==> src/rtl/keccak_pkg.sv <==
// ============================================================================
// Module   : keccak_pkg
// Brief    : Shared geometry and driver state encoding for the Keccak driver.
// Revision : 1.0 - initial release
// ============================================================================
`default_nettype none

package keccak_pkg;

    localparam int LANES     = 25;
    localparam int DATA_BITS = 64;

    localparam logic [2:0] IDLE       = 3'd0;
    localparam logic [2:0] LOAD       = 3'd1;
    localparam logic [2:0] KICK       = 3'd2;
    localparam logic [2:0] WAIT_VALID = 3'd3;
    localparam logic [2:0] CAPTURE    = 3'd4;
    localparam logic [2:0] WAIT_DONE  = 3'd5;
    localparam logic [2:0] DRAIN      = 3'd6;
    localparam logic [2:0] ERR        = 3'd7;

endpackage

`default_nettype wire

==> src/rtl/lane_buffer.sv <==
// ============================================================================
// Module   : lane_buffer
// Brief    : LANES x DATA_BITS register file, one write port, one async read.
// Revision : 1.0 - initial release
// ============================================================================
`default_nettype none

module lane_buffer
    import keccak_pkg::*;
#(
    parameter int AW = $clog2(LANES + 1)
) (
    input  logic                 CLK,
    input  logic                 i_wr_en,
    input  logic [AW-1:0]        i_wr_addr,
    input  logic [DATA_BITS-1:0] i_wr_data,
    input  logic [AW-1:0]        i_rd_addr,
    output logic [DATA_BITS-1:0] o_rd_data
);

    localparam logic [AW-1:0] c_DEPTH = AW'(LANES);

    // Contents survive reset on purpose: a short result keeps older lanes.
    logic [DATA_BITS-1:0] r_mem [LANES];

    always_ff @(posedge CLK) begin
        if (i_wr_en) begin
            r_mem[i_wr_addr] <= i_wr_data;
        end
    end

    assign o_rd_data = (i_rd_addr < c_DEPTH) ? r_mem[i_rd_addr] : '0;

endmodule

`default_nettype wire

==> src/rtl/keccak_driver.sv <==
// ============================================================================
// Module   : keccak_driver
// Brief    : Loads 25 lanes into the Keccak core, starts it, captures and
//            drains the result lanes to the host with backpressure.
// Revision : 1.0 - initial release
// ============================================================================
`default_nettype none

module keccak_driver
    import keccak_pkg::*;
#(
    parameter int SKEW    = 1,
    parameter int TIMEOUT = 1023
) (
    input  logic                 CLK,
    input  logic                 RST,
    input  logic                 s_valid,
    input  logic [DATA_BITS-1:0] s_data,
    output logic                 s_ready,
    output logic                 m_valid,
    output logic [DATA_BITS-1:0] m_data,
    input  logic                 m_ready,
    output logic                 busy,
    output logic                 err_timeout,
    output logic                 err_short,
    output logic                 core_start,
    output logic                 core_we,
    output logic [DATA_BITS-1:0] core_din,
    input  logic                 core_valid,
    input  logic [DATA_BITS-1:0] core_dout,
    input  logic                 core_done
);

    localparam int              c_CW     = $clog2(LANES + 1);
    localparam int              c_WW     = $clog2(TIMEOUT + 1);
    localparam logic [c_CW-1:0] c_LAST   = c_CW'(LANES - 1);
    localparam logic [c_CW-1:0] c_FULL   = c_CW'(LANES);
    localparam logic [c_WW-1:0] c_WD_MAX = c_WW'(TIMEOUT);

    logic [2:0]           r_state, w_state_nxt;
    logic [c_CW-1:0]      r_ld_cnt, r_cap_cnt, r_rd_cnt, w_rd_addr, w_cap_nxt;
    logic [c_WW-1:0]      r_wd;
    logic [SKEW-1:0]      r_vld_dly;
    logic                 r_s_ready, r_m_valid, r_busy, r_err_timeout, r_err_short;
    logic                 r_core_start, r_core_we;
    logic [DATA_BITS-1:0] r_m_data, r_core_din, w_buf_data, w_rd_data;
    logic                 w_s_hs, w_m_hs, w_cap, w_wd_exp, w_vld_in;

    assign w_s_hs    = s_valid & r_s_ready;
    assign w_m_hs    = r_m_valid & m_ready;
    assign w_wd_exp  = (r_wd == c_WD_MAX);
    assign w_vld_in  = core_valid & ((r_state == WAIT_VALID) | (r_state == CAPTURE));
    assign w_cap     = (r_state == CAPTURE) & r_vld_dly[SKEW-1] & (r_cap_cnt != c_FULL);
    assign w_cap_nxt = r_cap_cnt + c_CW'(w_cap);

    always_comb begin
        w_state_nxt = r_state;
        case (r_state)
            IDLE:       if (w_s_hs) w_state_nxt = LOAD;
            LOAD:       if (w_s_hs && (r_ld_cnt == c_LAST)) w_state_nxt = KICK;
            KICK:       w_state_nxt = WAIT_VALID;
            WAIT_VALID: begin
                if (core_valid)    w_state_nxt = CAPTURE;
                else if (w_wd_exp) w_state_nxt = ERR;
            end
            // A same-cycle last lane is still written before leaving.
            CAPTURE: begin
                if (core_done)                w_state_nxt = DRAIN;
                else if (w_cap_nxt == c_FULL) w_state_nxt = WAIT_DONE;
            end
            WAIT_DONE: begin
                if (core_done)     w_state_nxt = DRAIN;
                else if (w_wd_exp) w_state_nxt = ERR;
            end
            DRAIN:      if (w_m_hs && (r_rd_cnt == c_LAST)) w_state_nxt = IDLE;
            ERR:        w_state_nxt = IDLE;
            default:    w_state_nxt = IDLE;
        endcase
    end

    // Read address for the lane presented next; bypass covers a lane written this cycle.
    always_comb begin
        w_rd_addr = r_rd_cnt;
        if (r_state != DRAIN) w_rd_addr = '0;
        else if (w_m_hs)      w_rd_addr = r_rd_cnt + 1'b1;
    end

    assign w_rd_data = (w_cap && (r_cap_cnt == w_rd_addr)) ? core_dout : w_buf_data;

    lane_buffer #(
        .AW        (c_CW)
    ) u_lane_buffer (
        .CLK       (CLK),
        .i_wr_en   (w_cap),
        .i_wr_addr (r_cap_cnt),
        .i_wr_data (core_dout),
        .i_rd_addr (w_rd_addr),
        .o_rd_data (w_buf_data)
    );

    always_ff @(posedge CLK or negedge RST) begin
        if (!RST) begin
            r_state       <= IDLE;
            r_ld_cnt      <= '0;
            r_cap_cnt     <= '0;
            r_rd_cnt      <= '0;
            r_wd          <= '0;
            r_vld_dly     <= '0;
            r_s_ready     <= 1'b0;
            r_m_valid     <= 1'b0;
            r_m_data      <= '0;
            r_busy        <= 1'b0;
            r_err_timeout <= 1'b0;
            r_err_short   <= 1'b0;
            r_core_start  <= 1'b0;
            r_core_we     <= 1'b0;
            r_core_din    <= '0;
        end else begin
            r_state      <= w_state_nxt;
            r_busy       <= (w_state_nxt != IDLE);
            r_s_ready    <= (w_state_nxt == IDLE) || (w_state_nxt == LOAD);
            r_m_valid    <= (w_state_nxt == DRAIN);
            r_core_we    <= w_s_hs;
            r_core_start <= (r_state == KICK);

            r_vld_dly[0] <= w_vld_in;
            for (int i = 1; i < SKEW; i++) begin
                r_vld_dly[i] <= r_vld_dly[i-1];
            end

            if (w_s_hs) begin
                r_core_din <= s_data;
                r_ld_cnt   <= (r_state == IDLE) ? c_CW'(1) : r_ld_cnt + 1'b1;
            end

            if (r_state == KICK) r_cap_cnt <= '0;
            else if (w_cap)      r_cap_cnt <= w_cap_nxt;

            if ((w_state_nxt == DRAIN) && (r_state != DRAIN)) r_rd_cnt <= '0;
            else if (w_m_hs)                                   r_rd_cnt <= r_rd_cnt + 1'b1;

            if (w_state_nxt == DRAIN) r_m_data <= w_rd_data;

            if (w_state_nxt != r_state) begin
                r_wd <= '0;
            end else if (((r_state == WAIT_VALID) && !core_valid) ||
                         ((r_state == WAIT_DONE) && !core_done)) begin
                r_wd <= r_wd + 1'b1;
            end

            if ((r_state == IDLE) && w_s_hs) begin
                r_err_timeout <= 1'b0;
                r_err_short   <= 1'b0;
            end
            if (r_state == ERR) r_err_timeout <= 1'b1;
            if ((r_state == CAPTURE) && core_done && (w_cap_nxt != c_FULL)) r_err_short <= 1'b1;
        end
    end

    assign s_ready     = r_s_ready;
    assign m_valid     = r_m_valid;
    assign m_data      = r_m_data;
    assign busy        = r_busy;
    assign err_timeout = r_err_timeout;
    assign err_short   = r_err_short;
    assign core_start  = r_core_start;
    assign core_we     = r_core_we;
    assign core_din    = r_core_din;

endmodule

`default_nettype wire

==> config.mk <==
export PLATFORM = sky130hd
export DESIGN_NAME = keccak_driver
export DESIGN_NICKNAME = d
export VERILOG_FILES = /design/src/rtl/keccak_pkg.sv /design/src/rtl/lane_buffer.sv /design/src/rtl/keccak_driver.sv
export SDC_FILE = /design/constraint.sdc
export NUM_CORES = 2
export LEC_CHECK = 0
export CELL_PAD_IN_SITES_DETAIL_PLACEMENT = 1
export CELL_PAD_IN_SITES_GLOBAL_PLACEMENT = 1
export CORE_MARGIN = 2
export CORE_UTILIZATION = 50
export DETAILED_ROUTE_END_ITERATION = 12
export GPL_ROUTABILITY_DRIVEN = 0
export PLACE_DENSITY = 0.83
export SYNTH_ARGS = -nofsm -noshare
export SYNTH_HDL_FRONTEND = slang
export SYNTH_SLANG_ARGS = --single-unit
==> constraint.sdc <==
create_clock -name CLK -period 13.28 [get_ports CLK]
set_clock_uncertainty 0.2 [all_clocks]
set_input_delay 2.656 -clock CLK [delete_from_list [all_inputs] [get_ports CLK]]
set_output_delay 2.656 -clock CLK [all_outputs]
set_load 0.1 [all_outputs]
* Word-level counts from Yosys, hierarchy flattened
Memory sizes are Yosys's and may differ from the RTL's.
Index checks and enable logic that the tools add are counted.
** Cells by class
- Add/subtract/negate cells :: 4
- Magnitude comparators :: 1
- Equality and inequality tests :: 18
- Mux-type cells :: 24
- Bitwise logic cells :: 6
- Reduce and logical (&&, ||, !) cells :: 20
** Operators by type and width (number)
- two-way mux 64 bit :: 2
- two-way mux 5 bit :: 6
- two-way mux 3 bit :: 8
- one-hot mux 3 bit (8 select lines) :: 1
- two-way mux 10 bit :: 2
- equality test 3 bit (second input constant) :: 5
- equality test 5 bit (second input constant) :: 3
- adder 10 x 1 -> 10 bit (second input constant) :: 1
- adder 5 x 1 -> 5 bit (second input constant) :: 2
- equality test 10 bit (second input constant) :: 1
- inequality test 5 bit (second input constant) :: 2
- logical AND 1 bit :: 9
- nonzero test 2 bit :: 4
- equality test 3 x 1 -> 1 bit (second input constant) :: 2
- equality test 3 x 2 -> 1 bit (second input constant) :: 2
- zero test 3 bit :: 2
- adder 5 x 1 -> 5 bit :: 1
- bitwise AND 1 bit :: 5
- equality test 5 bit :: 1
- < comparator 5 bit (second input constant) :: 1
- two-way mux 1 bit :: 5
- inequality test 3 bit :: 1
- inequality test 3 bit (second input constant) :: 1
- nonzero test 3 bit :: 1
- other kinds (3) :: 5
** Storage, ports and cells
- Flip-flop bits (word level) :: 164
- Bits in writable memories :: 1600
- Input port bits :: 134
- Output and inout bits :: 135
- Logic and storage cells :: 89
- Memories kept :: 1
** Memory list
- u_lane_buffer.r_mem :: depth 25, bits a word 64, read ports 1, clocked after memory_dff 0, wr ports 1, RTL line lane_buffer.sv:24 : logic [DATA_BITS-1:0] r_mem [LANES];

* Logic depth before layout (Yosys ltp)
- Word-level depth :: 11
- Gate-level depth with buffers :: 14
- Depth with buffers taken out :: 12

* Hierarchy
Synthesis repeated with hierarchy kept, for this count alone.
** Second synthesis, totals
- Cells, all modules :: 3892
- Area, all modules :: 69464.1 µm²
** By module, submodules not included
- lane_buffer :: instances 1, cells an instance 3173, area each 61864.3 µm²
- keccak_driver :: instances 1, cells an instance 719, area each 7599.8 µm²

* Least setup slack after synthesis
OpenSTA, ideal clock, no wires.
- Kind :: input to register
- Start point :: in m_ready
- End point :: reg r_m_data[47] (netlist: m_data[47])
- Setup time :: 0.126 ns
- Arrival time :: 4.784 ns
- Setup slack :: 8.170 ns
- Stages on the path :: 12
- Buffers on the path :: 5
- Cell sequence :: buf_2 and3_1 clkbuf_1 mux2_2 buf_2 buf_2 buf_2 mux2i_1 mux2i_1 a211oi_1 nor4_1 a221o_1
** Between the ends
- Word-level cells in the longest chain between the ends :: 6
** Ends and longest elaborated chain
- start, declared :: RTL line keccak_driver.sv:22 : input logic m_ready,
- bitwise AND 1 bit (*) :: RTL line keccak_driver.sv:50 : assign w_m_hs = r_m_valid & m_ready;
- two-way mux 5 bit :: RTL line keccak_driver.sv:85 : else if (w_m_hs) w_rd_addr = r_rd_cnt + 1'b1;
- two-way mux 5 bit :: RTL line keccak_driver.sv:84 : if (r_state != DRAIN) w_rd_addr = '0;
- memory (25 x 64 bit), or another cell as far along
- two-way mux 64 bit / logical AND 1 bit (equally long branches) :: RTL line lane_buffer.sv:32, keccak_driver.sv:88
- two-way mux 64 bit :: RTL line keccak_driver.sv:88 : assign w_rd_data = (w_cap && (r_cap_cnt == w_rd_addr)) ? core_dout : w_buf_data;
- end signal, assigned :: RTL line keccak_driver.sv:142 : if (w_state_nxt == DRAIN) r_m_data <= w_rd_data;
- end, declared :: RTL line keccak_driver.sv:46 : logic [DATA_BITS-1:0] r_m_data, r_core_din, w_buf_data, w_rd_data;
Every way passes the cells marked *; elsewhere a longest branch is shown, timed or not.
A chain may end at the register's enable or synchronous reset.

* Worst setup path after layout
- Start point :: in m_ready
- End point :: reg r_m_data[62] (netlist: m_data[62])
Same word-level chain as after synthesis.

==> out/qor.yml <==
status: "complete, no violations"
peakVddDrop_mv: 0.192
cts_setup_buffers: 0
worst_slew_pin_slew_ns: 1.35
syn2layout_area_growth_pct: 15.0
async_flop_share_pct: 9.30
syn_area_per_cell_um2: 14.4
grt_max_degree: 204
core-area_um2: 139000
place_hpwl_mm: 117
synthesis.nets: 4990
root_buffer: "clkbuf_16"
min_period_ns: 7.57
first_pass_iters: 6
clock-sinks: 1764
place_area_um2: 74500
hold_viol_final: 0
setup_violations: 0
leakage_uw: 0.0269
synth_edf_count: 1600
post_drt_via_cell_ratio: 6.73
timing.critical_path.buf_inv: 3
initial_core_util_pct: 50.2
cp_slowest_stage_delay_ns: 1.01
syn_inst: 4849
yosys_register_bits: 1764
grt_pass1_wl_mm: 339
ios: 269
finalCritPeriodShare_pct: 57.0
fmaxAchievable_ghz: 0.132
finalSetupTns_ns: 0
grt_use_total_pct: 32.7
crit_type: "in2reg"
drt_drc_violations_left: 0
crit_fanout: 68
power_uw: 14900
pwr_density_cell_nw_per_um2: 186
grt_pass1_vias: 49600
start_kind: "input port"
fill_cells: 12900
cap_viol_max_count: 0
ant_nets: 0
post_drt_wl_per_cell_um: 33.4
nets: 5182
synth_flop_cell: "edfxtp_1"
wl_mm: 236
die_w_um: 378
required_ns: 13.80
max_slew_margin_pct: 10.1
min-delay-path-class: "reg2reg"
cts_buffer_depth: 3
numCtsBuffers: 178
die_h_um: 378
rsz0062_at_grt: "no"
portBuffers: 268
endpoint_kind: "register"
clkTransAtPathRegs_ns: 0.06
cpMaxStageDelayCell: "buf_4"
grt_overflow: 0
yosys_warnings: 0
routed-via-count: 47600
drtIter0Drc: 6422
ctsResizeCount: 0
design_area_um2: 80300
dieArea_um2: 143000
synth.distinct_cells: 66
clk_latency_ns: 0.83
cp_cell_sequence: "clkdlybuf4s50_1 -> and3_1 -> mux2i_4 -> buf_4 -> buf_4 -> a2111oi_0 -> a2111oi_0 -> nor4_1 -> o211ai_1"
drive_gt1_share_pct: 7.78
antenna_found_initial: 8
cpLargestDelayFamily: "buffers and inverters"
cts_tree: "built"
drv_slew: 0
final_core_util_pct: 57.7
core.rowCount: 137
cp_data_arrival_time_ns: 8.09
syn_area_um2: 69800
hold_buffers: 0
htree_levels: 4
seq_area_frac_synth_pct: 74.7
-- state kept, by name, summed over array words and instances (netlist names) --
register,flops
core_din,64
s_ready,1
err_short,1
core_we,1
r_ld_cnt,5
r_rd_cnt,5
err_timeout,1
m_valid,1
r_cap_cnt,5
m_data,64
busy,1
core_start,1
r_state,3
r_wd,10
u_lane_buffer.r_mem,1600
r_vld_dly,1
-- synth_stat cells (14+ instances only) --
library cell | n | share of area, %
a221o_1 | 62 | 0.89
a311oi_1 | 62 | 0.78
a221oi_1 | 126 | 1.6
a21oi_1 | 384 | 2.8
nor2_1 | 132 | 0.71
nor4_1 | 66 | 0.59
buf_2 | 78 | 0.56
edfxtp_1 | 1600 | 69
a211oi_1 | 196 | 2.1
dfrtp_1 | 164 | 5.9
o21ai_0 | 14 | 0.10
nand2_1 | 912 | 4.9
a31oi_1 | 64 | 0.57
mux2i_1 | 320 | 4.6
nor2b_1 | 66 | 0.59
buf_1 | 25 | 0.13
nand3_1 | 137 | 0.98
and3_1 | 72 | 0.65
clkbuf_1 | 235 | 1.3
-- layer usage --
metal	wire length [um]	share of wire, %	track usage, %
met1	84000	36	41.8
met2	114000	48	53.7
met3	26300	11	6.49
met4	12100	5.1	15.9
met5	69	0.029	0
-- layout make-up --
| cell class | instances | area [um2] | area share, % |
|---|---|---|---|
| Tap cell | 1876 | 2350 | 2.92 |
| Inverter | 11 | 41.3 | 0.0514 |
| Multi-Input combinational cell | 2726 | 16500 | 20.6 |
| Clock buffer | 237 | 4900 | 6.11 |
| Timing Repair Buffer | 360 | 3450 | 4.30 |
| Clock inverter | 93 | 851 | 1.06 |
| Sequential cell | 1764 | 52200 | 65.0 |
| Antenna cell | 5 | 12.5 | 0.0156 |
-- power breakdown --
part           switching [uW]  internal, uW
Sequential                212          6270
Combinational            2670           760
Clock                    2180          2850
-- cell families after synthesis --
logic type | count (synthesis) | synth area share (%)
xor+xnor | 14 | 0.176
simple gates | 1435 | 8.93
flops | 1764 | 74.7
compound gates | 947 | 9.28
fa+ha+maj | 7 | 0.125
mux | 323 | 4.64
buf+inv | 359 | 2.16
-- worst paths after layout --
kind                         startpoint  depth (start not counted)           end  slack (ns)
setup / recovery                m_ready                          9    m_data[62]        5.71
hold reg to reg            core_din[32]                          2  core_din[32]        0.27
setup reg to reg             r_state[0]                         11    m_data[16]        7.62
max in group asynchronous           RST                          2    m_data[29]        9.72
hold / removal             core_din[32]                          2  core_din[32]        0.27
min in group asynchronous           RST                          1  core_din[22]        1.70
-- placed cells by master, fill, tap and decap left out, types with 5 or more instances in the layout --
cell type	netlist	layout
clkbuf_1	235	41
bufinv_16	0	13
nor2_1	132	105
a21oi_1	384	382
dfrtp_1	164	164
inv_1	10	10
a31oi_1	64	64
nor4_1	66	66
clkbuf_16	0	182
xor2_1	9	8
a221oi_1	126	126
clkinv_1	0	34
a211oi_1	196	196
nor2_4	0	27
clkinv_2	0	35
diode_2	0	5
nand4_1	9	9
buf_4	3	86
ha_1	7	7
and3_1	72	71
a221o_1	62	62
nand3b_1	6	6
nand2_1	912	909
o21ai_0	14	13
buf_12	0	6
nor2b_1	66	66
clkbuf_8	0	15
nand3_1	137	137
edfxtp_1	1600	1600
mux2i_1	320	319
nand2b_1	10	10
clkdlybuf4s50_1	0	267
a311oi_1	62	62
nor3_1	6	6
-- through the flow --
step / std cells / hold WS, ns / setup WS [ns]
4_1_cts: 7067 / 0.277 / 5.86
2_1_floorplan: 4849 / 0.248 / 8.17
3_5_place_dp: 6737 / 0.262 / 5.21
6_report: 7072 / 0.273 / 5.71
5_1_grt: 7067 / 0.298 / 5.65
3_3_place_gp: 6737 / 0.257 / 5.38
-- worst min-delay path, cell delays in order (launching register included) --
cell and delay [ns]:
dfrtp_1 0.34, nand2_1 0.05, nand2_1 0.05
Note: power is estimated with default switching activity, not from simulation.
